### config.mk
export PLATFORM = sky130hd
export DESIGN_NAME = fifo_rd_ptr_ctrl
export DESIGN_NICKNAME = d
export VERILOG_FILES = /design/src/rtl/fifo_rd_ptr_ctrl.sv
export SDC_FILE = /design/constraint.sdc
export NUM_CORES = 1
export LEC_CHECK = 0
export ABC_CLOCK_PERIOD_IN_PS = 2500
export CORE_UTILIZATION = 40
export CTS_CLUSTER_DIAMETER = 80
export DETAILED_ROUTE_END_ITERATION = 12
export PLACE_DENSITY = 0.75
export SLEW_MARGIN = 20
export SYNTH_ARGS = -nofsm -noshare
export SYNTH_HDL_FRONTEND = slang
export SYNTH_SLANG_ARGS = --single-unit
export TNS_END_PERCENT = 10
### constraint.sdc
create_clock -name CLK_i -period 2.5 [get_ports CLK_i]
set_input_delay 0.5 -clock CLK_i [delete_from_list [all_inputs] [get_ports CLK_i]]
set_output_delay 0.5 -clock CLK_i [all_outputs]
set_load 0.05 [all_outputs]
### src/rtl/fifo_rd_ptr_ctrl.sv
// Read-side pointer controller for a dual-clock FIFO (read clock domain only).
// Latency: RD_FIRE_o is combinational; RD_VALID_o follows one cycle later; a write is visible SYNC_STAGES+1 edges after it.
// Backpressure: no read fires while EMPTY_o is set; such a request raises UNDERFLOW_o for one cycle and changes nothing else.
module fifo_rd_ptr_ctrl #(
  parameter int ADDR_W      = 4,
  parameter int SYNC_STAGES = 2,
  parameter int AE_LEVEL    = 2
) (
  input  logic              CLK_i,
  input  logic              RST_N_i,
  input  logic [ADDR_W:0]   WPTR_GRAY_i,
  input  logic              RD_EN_i,
  output logic              RD_FIRE_o,
  output logic [ADDR_W-1:0] RADDR_o,
  output logic              RD_VALID_o,
  output logic [ADDR_W:0]   RPTR_GRAY_o,
  output logic              EMPTY_o,
  output logic              ALMOST_EMPTY_o,
  output logic [ADDR_W:0]   COUNT_o,
  output logic              UNDERFLOW_o
);

  localparam int PW = ADDR_W + 1;
  localparam logic [PW-1:0] AE_LVL = PW'(AE_LEVEL);

  logic [PW-1:0] r_wsync [SYNC_STAGES];
  logic [PW-1:0] r_rbin;
  logic [PW-1:0] r_rgray;
  logic          r_empty;
  logic          r_almost_empty;
  logic [PW-1:0] r_count;
  logic          r_rd_valid;
  logic          r_underflow;

  logic [PW-1:0] w_wsync;
  logic [PW-1:0] w_wbin;
  logic          w_fire;
  logic [PW-1:0] w_rbin_next;
  logic [PW-1:0] w_rgray_next;
  logic [PW-1:0] w_cnt_next;

  // Plain flop chain for the asynchronous write pointer; nothing may sit between stages.
  always_ff @(posedge CLK_i or negedge RST_N_i) begin
    if (!RST_N_i) begin
      for (int i = 0; i < SYNC_STAGES; i++) r_wsync[i] <= '0;
    end else begin
      r_wsync[0] <= WPTR_GRAY_i;
      for (int i = 1; i < SYNC_STAGES; i++) r_wsync[i] <= r_wsync[i-1];
    end
  end

  assign w_wsync = r_wsync[SYNC_STAGES-1];

  // Gray to binary: bit i is the XOR of all Gray bits from i upward.
  always_comb begin
    w_wbin = '0;
    for (int i = 0; i < PW; i++) w_wbin[i] = ^(w_wsync >> i);
  end

  assign w_fire       = RD_EN_i & ~r_empty;
  assign w_rbin_next  = r_rbin + PW'(w_fire);
  assign w_rgray_next = w_rbin_next ^ (w_rbin_next >> 1);
  assign w_cnt_next   = w_wbin - w_rbin_next;

  // Read pointer in binary and Gray; both advance only on an accepted read.
  always_ff @(posedge CLK_i or negedge RST_N_i) begin
    if (!RST_N_i) begin
      r_rbin  <= '0;
      r_rgray <= '0;
    end else begin
      r_rbin  <= w_rbin_next;
      r_rgray <= w_rgray_next;
    end
  end

  // Status uses the post-read pointer so the last read raises empty on its own edge.
  always_ff @(posedge CLK_i or negedge RST_N_i) begin
    if (!RST_N_i) begin
      r_empty        <= 1'b1;
      r_almost_empty <= 1'b1;
      r_count        <= '0;
    end else begin
      r_empty        <= (w_rgray_next == w_wsync);
      r_almost_empty <= (w_cnt_next <= AE_LVL);
      r_count        <= w_cnt_next;
    end
  end

  // Data-valid follows the RAM read strobe; underflow flags a request refused while empty.
  always_ff @(posedge CLK_i or negedge RST_N_i) begin
    if (!RST_N_i) begin
      r_rd_valid  <= 1'b0;
      r_underflow <= 1'b0;
    end else begin
      r_rd_valid  <= w_fire;
      r_underflow <= RD_EN_i & r_empty;
    end
  end

  assign RD_FIRE_o      = w_fire;
  assign RADDR_o        = r_rbin[ADDR_W-1:0];
  assign RD_VALID_o     = r_rd_valid;
  assign RPTR_GRAY_o    = r_rgray;
  assign EMPTY_o        = r_empty;
  assign ALMOST_EMPTY_o = r_almost_empty;
  assign COUNT_o        = r_count;
  assign UNDERFLOW_o    = r_underflow;

endmodule

# --- After elaboration in Yosys (flattened, before gate mapping) ---
# Index checks and enable logic that the tools add are counted.
word_totals:
  inputBits: 8
  regBits: 29
  output_inout_bits: 19
  elab_cells: 22
op_classes:
  n_eq_ne: 1
  n_bitwise: 4
  n_lt_le_gt_ge: 1
  reduce_logical: 5
  addsub: 2
ops:
  columns: ["cell", "n"]
  rows:
  - ["5-bit parity", 5]
  - ["5-bit by 1-bit adder with 5-bit output", 1]
  - ["5-bit equality test", 1]
  - ["5-bit by 2-bit <= comparator with 1-bit output, second input constant", 1]
  - ["5-bit subtractor", 1]
  - ["5-bit by 4-bit XOR with 5-bit output", 1]
  - ["1-bit AND", 2]
  - ["1-bit NOT", 1]

# --- Longest topological paths before layout ---
# Gate-level depths: netlist (run 1).
logic_depth:
  word_depth: 5
  ltp_mapped: 10

# --- Worst setup path before layout (run 1) ---
# OpenSTA, ideal clock, no wires.
synth_path:
  path_kind: "input port to flip-flop"
  from: "in RD_EN_i"
  to: "reg r_almost_empty, in the netlist ALMOST_EMPTY_o"
  path_stages: 10
  t_arrival_ps: 3149
  setup_time_ps: 84
  required_time_ps: 2416
  setup_slack_ps: -733
  cell_sequence: "nor2b_1 ha_1 ha_1 xor2_2 inv_1 ha_1 o21ai_0 a21bo_1 o31ai_2 nor3b_1"
synth_between:
  elab_chain_len: 4
synth_rtl:
  columns: ["element", "line", "rtl"]
  rows:
  - ["start: declaration", "12", "input logic RD_EN_i,"]
  - ["1-bit AND", "60", "assign w_fire = RD_EN_i & ~r_empty;"]
  - ["5-bit by 1-bit adder with 5-bit output", "61", "assign w_rbin_next = r_rbin + PW'(w_fire);"]
  - ["named net w_rbin_next[2]", "38", "logic [PW-1:0] w_rbin_next;"]
  - ["5-bit subtractor", "63", "assign w_cnt_next = w_wbin - w_rbin_next;"]
  - ["5-bit by 2-bit <= comparator with 1-bit output", "84", "r_almost_empty <= (w_cnt_next <= AE_LVL);"]
  - ["end signal: assignment", "84", null]
  - ["end: declaration", "30", "logic r_almost_empty;"]
# The timed path passes the listed nets, and every way through them passes these cells.

# --- Worst setup path after layout (run 1) ---
layout_path:
  from: "in RD_EN_i"
  to: "reg r_count[4], in the netlist COUNT_o[4]"
layout_between:
  elab_chain_len: 3
layout_rtl:
  columns: ["element", "line", "rtl"]
  rows:
  - ["1-bit AND", "60", null]
  - ["5-bit by 1-bit adder with 5-bit output", "61", null]
  - ["5-bit subtractor", "63", null]
  - ["named net w_cnt_next[4]", "40", "logic [PW-1:0] w_cnt_next;"]
  - ["end signal: assignment", "85", "r_count <= w_cnt_next;"]
  - ["end: declaration", "31", "logic [PW-1:0] r_count;"]
# The timed path passes the listed nets, and every way through them passes these cells.

==> results of run 1 <==
## how the worst min path moves through the flow
stage          slack, ns  cells past startpoint          to  startpoint
2_1_floorplan       0.20                      0  COUNT_o[0]     RST_N_i
3_3_place_gp        0.33                      0  w_wsync[1]  r_wsync[6]
3_5_place_dp        0.34                      0  w_wsync[2]  r_wsync[7]
4_1_cts             0.38                      0  w_wsync[2]  r_wsync[7]
5_1_grt             0.39                      0  w_wsync[0]  r_wsync[5]
6_report            0.37                      0  w_wsync[2]  r_wsync[7]
## cell type report
| class | instances | area, sq um |
|---|---|---|
| sequential | 28 | 704 |
| inverter | 10 | 37.5 |
| clock buffer | 4 | 36.3 |
| tap | 31 | 38.8 |
| multi-input combinational | 52 | 532 |
| timing repair buffer | 47 | 428 |
| fill | 217 | 981 |
## routing by layer
layer / vias to the layer above / global-route usage (%) / routed length [microns]
li1: 395 / - / -
met1: 383 / 16.4 / 928
met2: 19 / 24.5 / 1100
met3: 4 / 2.79 / 76
met4: 0 / 4.18 / 25
met5: - / 0 / 0
## cells in the final DEF, fill, tap and decap left out, drive strengths merged, types with 2 or more instances in the layout
cell	synthesis	final
nand2	2	2
buf	0	22
dfstp	2	2
nor2	3	3
xnor2	9	9
clkdlybuf4s50	0	25
inv	10	10
nand3	4	4
ha	5	5
clkbuf	1	4
xor2	13	13
dfrtp	26	26
## sequential cells by signal (all words and copies together) (netlist names)
signal / flops
ALMOST_EMPTY_o: 1
COUNT_o: 5
EMPTY_o: 1
RD_VALID_o: 1
RPTR_GRAY_o: 4
UNDERFLOW_o: 1
r_rbin: 5
r_wsync: 5
w_wsync: 5
## critical path, cell delays in order
cell and delay, ns:
clkdlybuf4s50_1 0.47, nor2b_4 0.17, ha_4 0.15, ha_4 0.15
buf_4 0.11, nand3_1 0.10, xor2_2 0.20, buf_4 0.15
xor2_1 0.16, inv_1 0.12, o41ai_1 0.36
## metrics by stage
step                setup TNS (ns)  setup WS, ns  area (sq um)
floorplan                  -0.0626       -0.0447          1240
global placement            -0.639        -0.242          1680
detailed placement          -0.858        -0.314          1680
CTS                              0        0.0196          1710
global route               -0.0216       -0.0179          1780
finish                           0        0.0805          1780
## logic make-up after synthesis
kind of cell	after synthesis	share of synthesized area (%)
simple gates	17	8.00
flops	28	59.9
fa+ha+maj	5	5.33
xor+xnor	22	17.7
compound gates	8	5.54
buf+inv	11	3.52
## repair_timing
| action | CTS | global route |
|---|---|---|
| gates resized for setup | 0 | 10 |
| endpoints found under the setup margin | 0 | 2 |
| setup buffers | 0 | 3 |
| endpoints found under the hold margin | 0 | 0 |
==> run_results.csv, run 1 <==
group,metric,value,unit
outcome,status,"complete, no violations",
logic_synthesis,async_flop_share,100,%
finish,utilization,64.4,%
global_route,grt_pass1_vias,777,
timing,clock_skew,0.00399,ns
drt,vias,801,
placement,gp_congestion,0.834,
cts,clock_sinks,28,
drt,drt_iter0_drc,4,
cts,clock-root-buffer,"clkbuf_4",
setup_path,path_max_fanout,4,
global_route,antenna_found_initial,0,
timing,fmax,413,MHz
finish,areaGrowthSynthToFinish,51.4,%
cts,ctsHoldBuffers,0,
timing,worstMarginPinSlew,0.507,ns
die,start_util,42.6,%
logic_synthesis,syn-instance-count,91,
logic_synthesis,synth_cell_types,27,
die,die_area,3150,sq um
cts,htreeDepth,1,
hold_path,min_path_type,"reg -> reg",
setup_path,startpoint_type,"input pin",
drt,drc_errors,0,
placement,placedCellCount,165,
die,ios,27,
job,cap_violations,0,
setup_path,crit_type,"in -> reg",
logic_synthesis,yosysWarningCount,0,
timing,timing.final.crit_period,2.42,ns
cts,clkTransAtPathRegs,0.14,ns
timing,setup-violations-final,0,
drt,viasPerCell,4.66,
cts,cts_tree,"yes",
drt,wl_per_cell,12.4,microns
logic_synthesis,synthTopCellsByCount,"26 x dfrtp_1, 11 x xor2_1, 10 x inv_1",
logic_synthesis,avgSynthCellArea,12.9,sq um
die,die_w,56.2,microns
logic_synthesis,yosysTopAreaCell,"dfrtp_1",
logic_synthesis,synth-edff-count,0,
global_route,grt_max_degree,18,
global_route,grt_remaining_overflow,0,
drt,antenna_left,0,
setup_path,cp.arrival,2.64,ns
logic_synthesis,ys_seq_area_share,59.9,%
logic_synthesis,synth_nets,104,
cts,cts_buffer_depth,2,
setup_path,rr_worst_depth,10,
cts,worst_skew_pair.late_latency,0.32,ns
timing,hold_violations,0,
finish,nets,155,
finish,layoutNonFillerInstCount,172,
logic_synthesis,synth_area_leaders,"dfrtp_1 55%, xor2_1 8.2%, xnor2_1 6.7%",
timing,slew_violations,0,
cts,cts_buffers,3,
timing,min_period_over_period,96.8,%
setup_path,r2r-end,"ALMOST_EMPTY_o",
drt,drtPass1Iterations,2,
setup_path,r2r_slack,0.15,ns
finish,drive_gt1_share,32.6,%
setup_path,cp.required,2.72,ns
timing,whs,0.372,ns
logic_synthesis,mappedNetlistArea,1170,sq um
setup_path,r2r_start,"w_wsync[4]",
global_route,grt_pass1_wl,3280,microns
setup_path,cp-end-kind,"flip-flop",
die,rows,19,
logic_synthesis,synth_most_common_cell,"dfrtp_1",
logic_synthesis,yosys_register_bits,28,
drt,finalWirelength,2130,microns
logic_synthesis,yosysTopAreaCellShare,55.4,%
logic_synthesis,synthFlopType,"dfrtp_1",
setup_path,critPathLaunch,"RD_EN_i",
setup_path,endpoint,"COUNT_o[4]",
placement,port_buffers,26,
timing,maxSlewHeadroom,66.1,%
finish,n_antenna_cell,0,
die,placeableCoreArea,2760,sq um
placement,hpwlAfterDp,1670,microns
die,die_h,56.2,microns
global_route,grt_util_all_layers,13.6,%
Power of run 1 is left out: the tool's default activity adds up to more than one toggle a clock period on the data nets, which glitch-free logic cannot reach.
==> run 2, diff against run 1 <==
--- a/config.mk
+++ b/config.mk
@@ -6,6 +6,7 @@
 export NUM_CORES = 1
 export LEC_CHECK = 0
 export ABC_CLOCK_PERIOD_IN_PS = 2500
+export CORE_MARGIN = 2
 export CORE_UTILIZATION = 40
 export CTS_CLUSTER_DIAMETER = 80
 export DETAILED_ROUTE_END_ITERATION = 12
==> run_results.csv, run 2 (synthesis results as in run 1) <==
group,metric,value,unit
cts,cts_tree,"yes",
setup_path,path_max_fanout,3,
timing,fmax,420,MHz
setup_path,cp.arrival,2.66,ns
global_route,grt_util_all_layers,13.9,%
finish,n_antenna_cell,0,
global_route,grt_remaining_overflow,0,
cts,clock_sinks,28,
cts,clock-root-buffer,"clkbuf_4",
timing,setup-violations-final,0,
timing,worstMarginPinSlew,0.512,ns
die,rows,19,
drt,drc_errors,0,
global_route,grt_pass1_wl,3510,microns
timing,maxSlewHeadroom,65.7,%
setup_path,cp-end-kind,"flip-flop",
timing,rsz0062_at_grt,"yes",
placement,dp_slack,-0.321,ns
setup_path,critPathBufInv,1,
setup_path,crit_path_top_delay_cell,"dfrtp_1",
cts,cts_buffers,3,
setup_path,crit_path_cell_trace,"xor2_2 -> xnor2_2 -> xnor2_1 -> ha_2 -> inv_2 -> ha_4 -> a21o_1 -> a21bo_4 -> o31ai_4 -> nor3b_2",
drt,viasPerCell,4.60,
cts,ctsHoldBuffers,0,
finish,drive_gt1_share,33.3,%
die,ios,27,
die,die_w,58.2,microns
timing,min_period_over_period,95.3,%
setup_path,cp.required,2.78,ns
cts,cts_buffer_depth,2,
die,die_h,58.2,microns
outcome,status,"complete, no violations",
drt,wl_per_cell,13.0,microns
placement,hpwlAfterDp,1640,microns
hold_path,min_path_cells,0,
drt,vias,792,
finish,nFillCells,215,
finish,final_cell_mix,"25 x dfrtp_1, 24 x clkdlybuf4s50_1, 20 x buf_4",
placement,gp_congestion,0.789,
cts,worst_skew_pair.late_latency,0.33,ns
timing,clock_skew,0.00688,ns
timing,slew_violations,0,
setup_path,startpoint_type,"flip-flop",
cts,htreeDepth,1,
cts,clkTransAtPathRegs,0.15,ns
setup_path,crit_type,"reg -> reg",
finish,areaGrowthSynthToFinish,53.6,%
finish,utilization,64.8,%
drt,drtPass1Iterations,4,
drt,drt_iter0_drc,19,
finish,final-seq-area,704,sq um
die,start_util,42.2,%
finish,nets,155,
drt,finalWirelength,2230,microns
die,placeableCoreArea,2780,sq um
global_route,grt_max_degree,19,
global_route,antenna_found_initial,0,
job,cap_violations,0,
die,die_area,3380,sq um
placement,port_buffers,26,
setup_path,cp_num_cells,10,
timing,timing.final.crit_period,2.38,ns
timing,fin_ws,0.117,ns
setup_path,critical-path-top-delay-family,"compound AO/OA/AOI/OAI gates",
drt,antenna_left,0,
timing,hold_violations,0,
finish,final_common_cell,"dfrtp_1",
global_route,grt_pass1_vias,770,
setup_path,slowest_delay,0.44,ns
hold_path,min_path_type,"reg -> reg",
setup_path,rr_worst_depth,10,
finish,multi_input_area,552,sq um
run 2: final timing paths:
| kind | from | end | slack, ns |
|---|---|---|---|
| worst max register to register | w_wsync[4] | ALMOST_EMPTY_o | 0.12 |
| worst max-delay path | w_wsync[4] | ALMOST_EMPTY_o | 0.12 |
| min in group asynchronous | RST_N_i | COUNT_o[4] | 0.46 |
| worst min-delay path | r_wsync[8] | w_wsync[3] | 0.37 |
| worst min register to register | r_wsync[8] | w_wsync[3] | 0.37 |
| max in group asynchronous | RST_N_i | w_wsync[2] | 1.42 |
run 2: per-stage QoR:
stage | area (sq um) | setup TNS (ns) | hold slack, ns | instances
CTS | 1700 | 0 | 0.371 | 168
global placement | 1670 | -0.749 | 0.333 | 164
finish | 1800 | 0 | 0.368 | 172
detailed placement | 1670 | -0.988 | 0.337 | 164
floorplan | 1240 | -0.0626 | 0.204 | 91
global route | 1800 | -0.0405 | 0.376 | 172
run 2: what timing repair did:
item | CTS | global route
gates resized for setup | 0 | 16
setup endpoints to repair | 0 | 3
setup buffers | 0 | 4
run 2: final cells by class:
type                            count  share of cell area, %
Clock buffer                        4                   2.01
Inverter                           10                   2.08
Multi-Input combinational cell     52                   30.6
Sequential cell                    28                   39.1
Tap cell                           31                   2.15
Timing Repair Buffer               47                   24.1
run 2: layer usage:
metal | vias to the layer above | GRT usage [%] | share of wire (%)
met5 | - | 0 | 0
met1 | 376 | 17.4 | 43
met4 | 0 | 6.98 | 2.4
li1 | 393 | - | -
met3 | 6 | 2.01 | 3.0
met2 | 17 | 23.5 | 52
Power of run 2 is left out for the same reason.
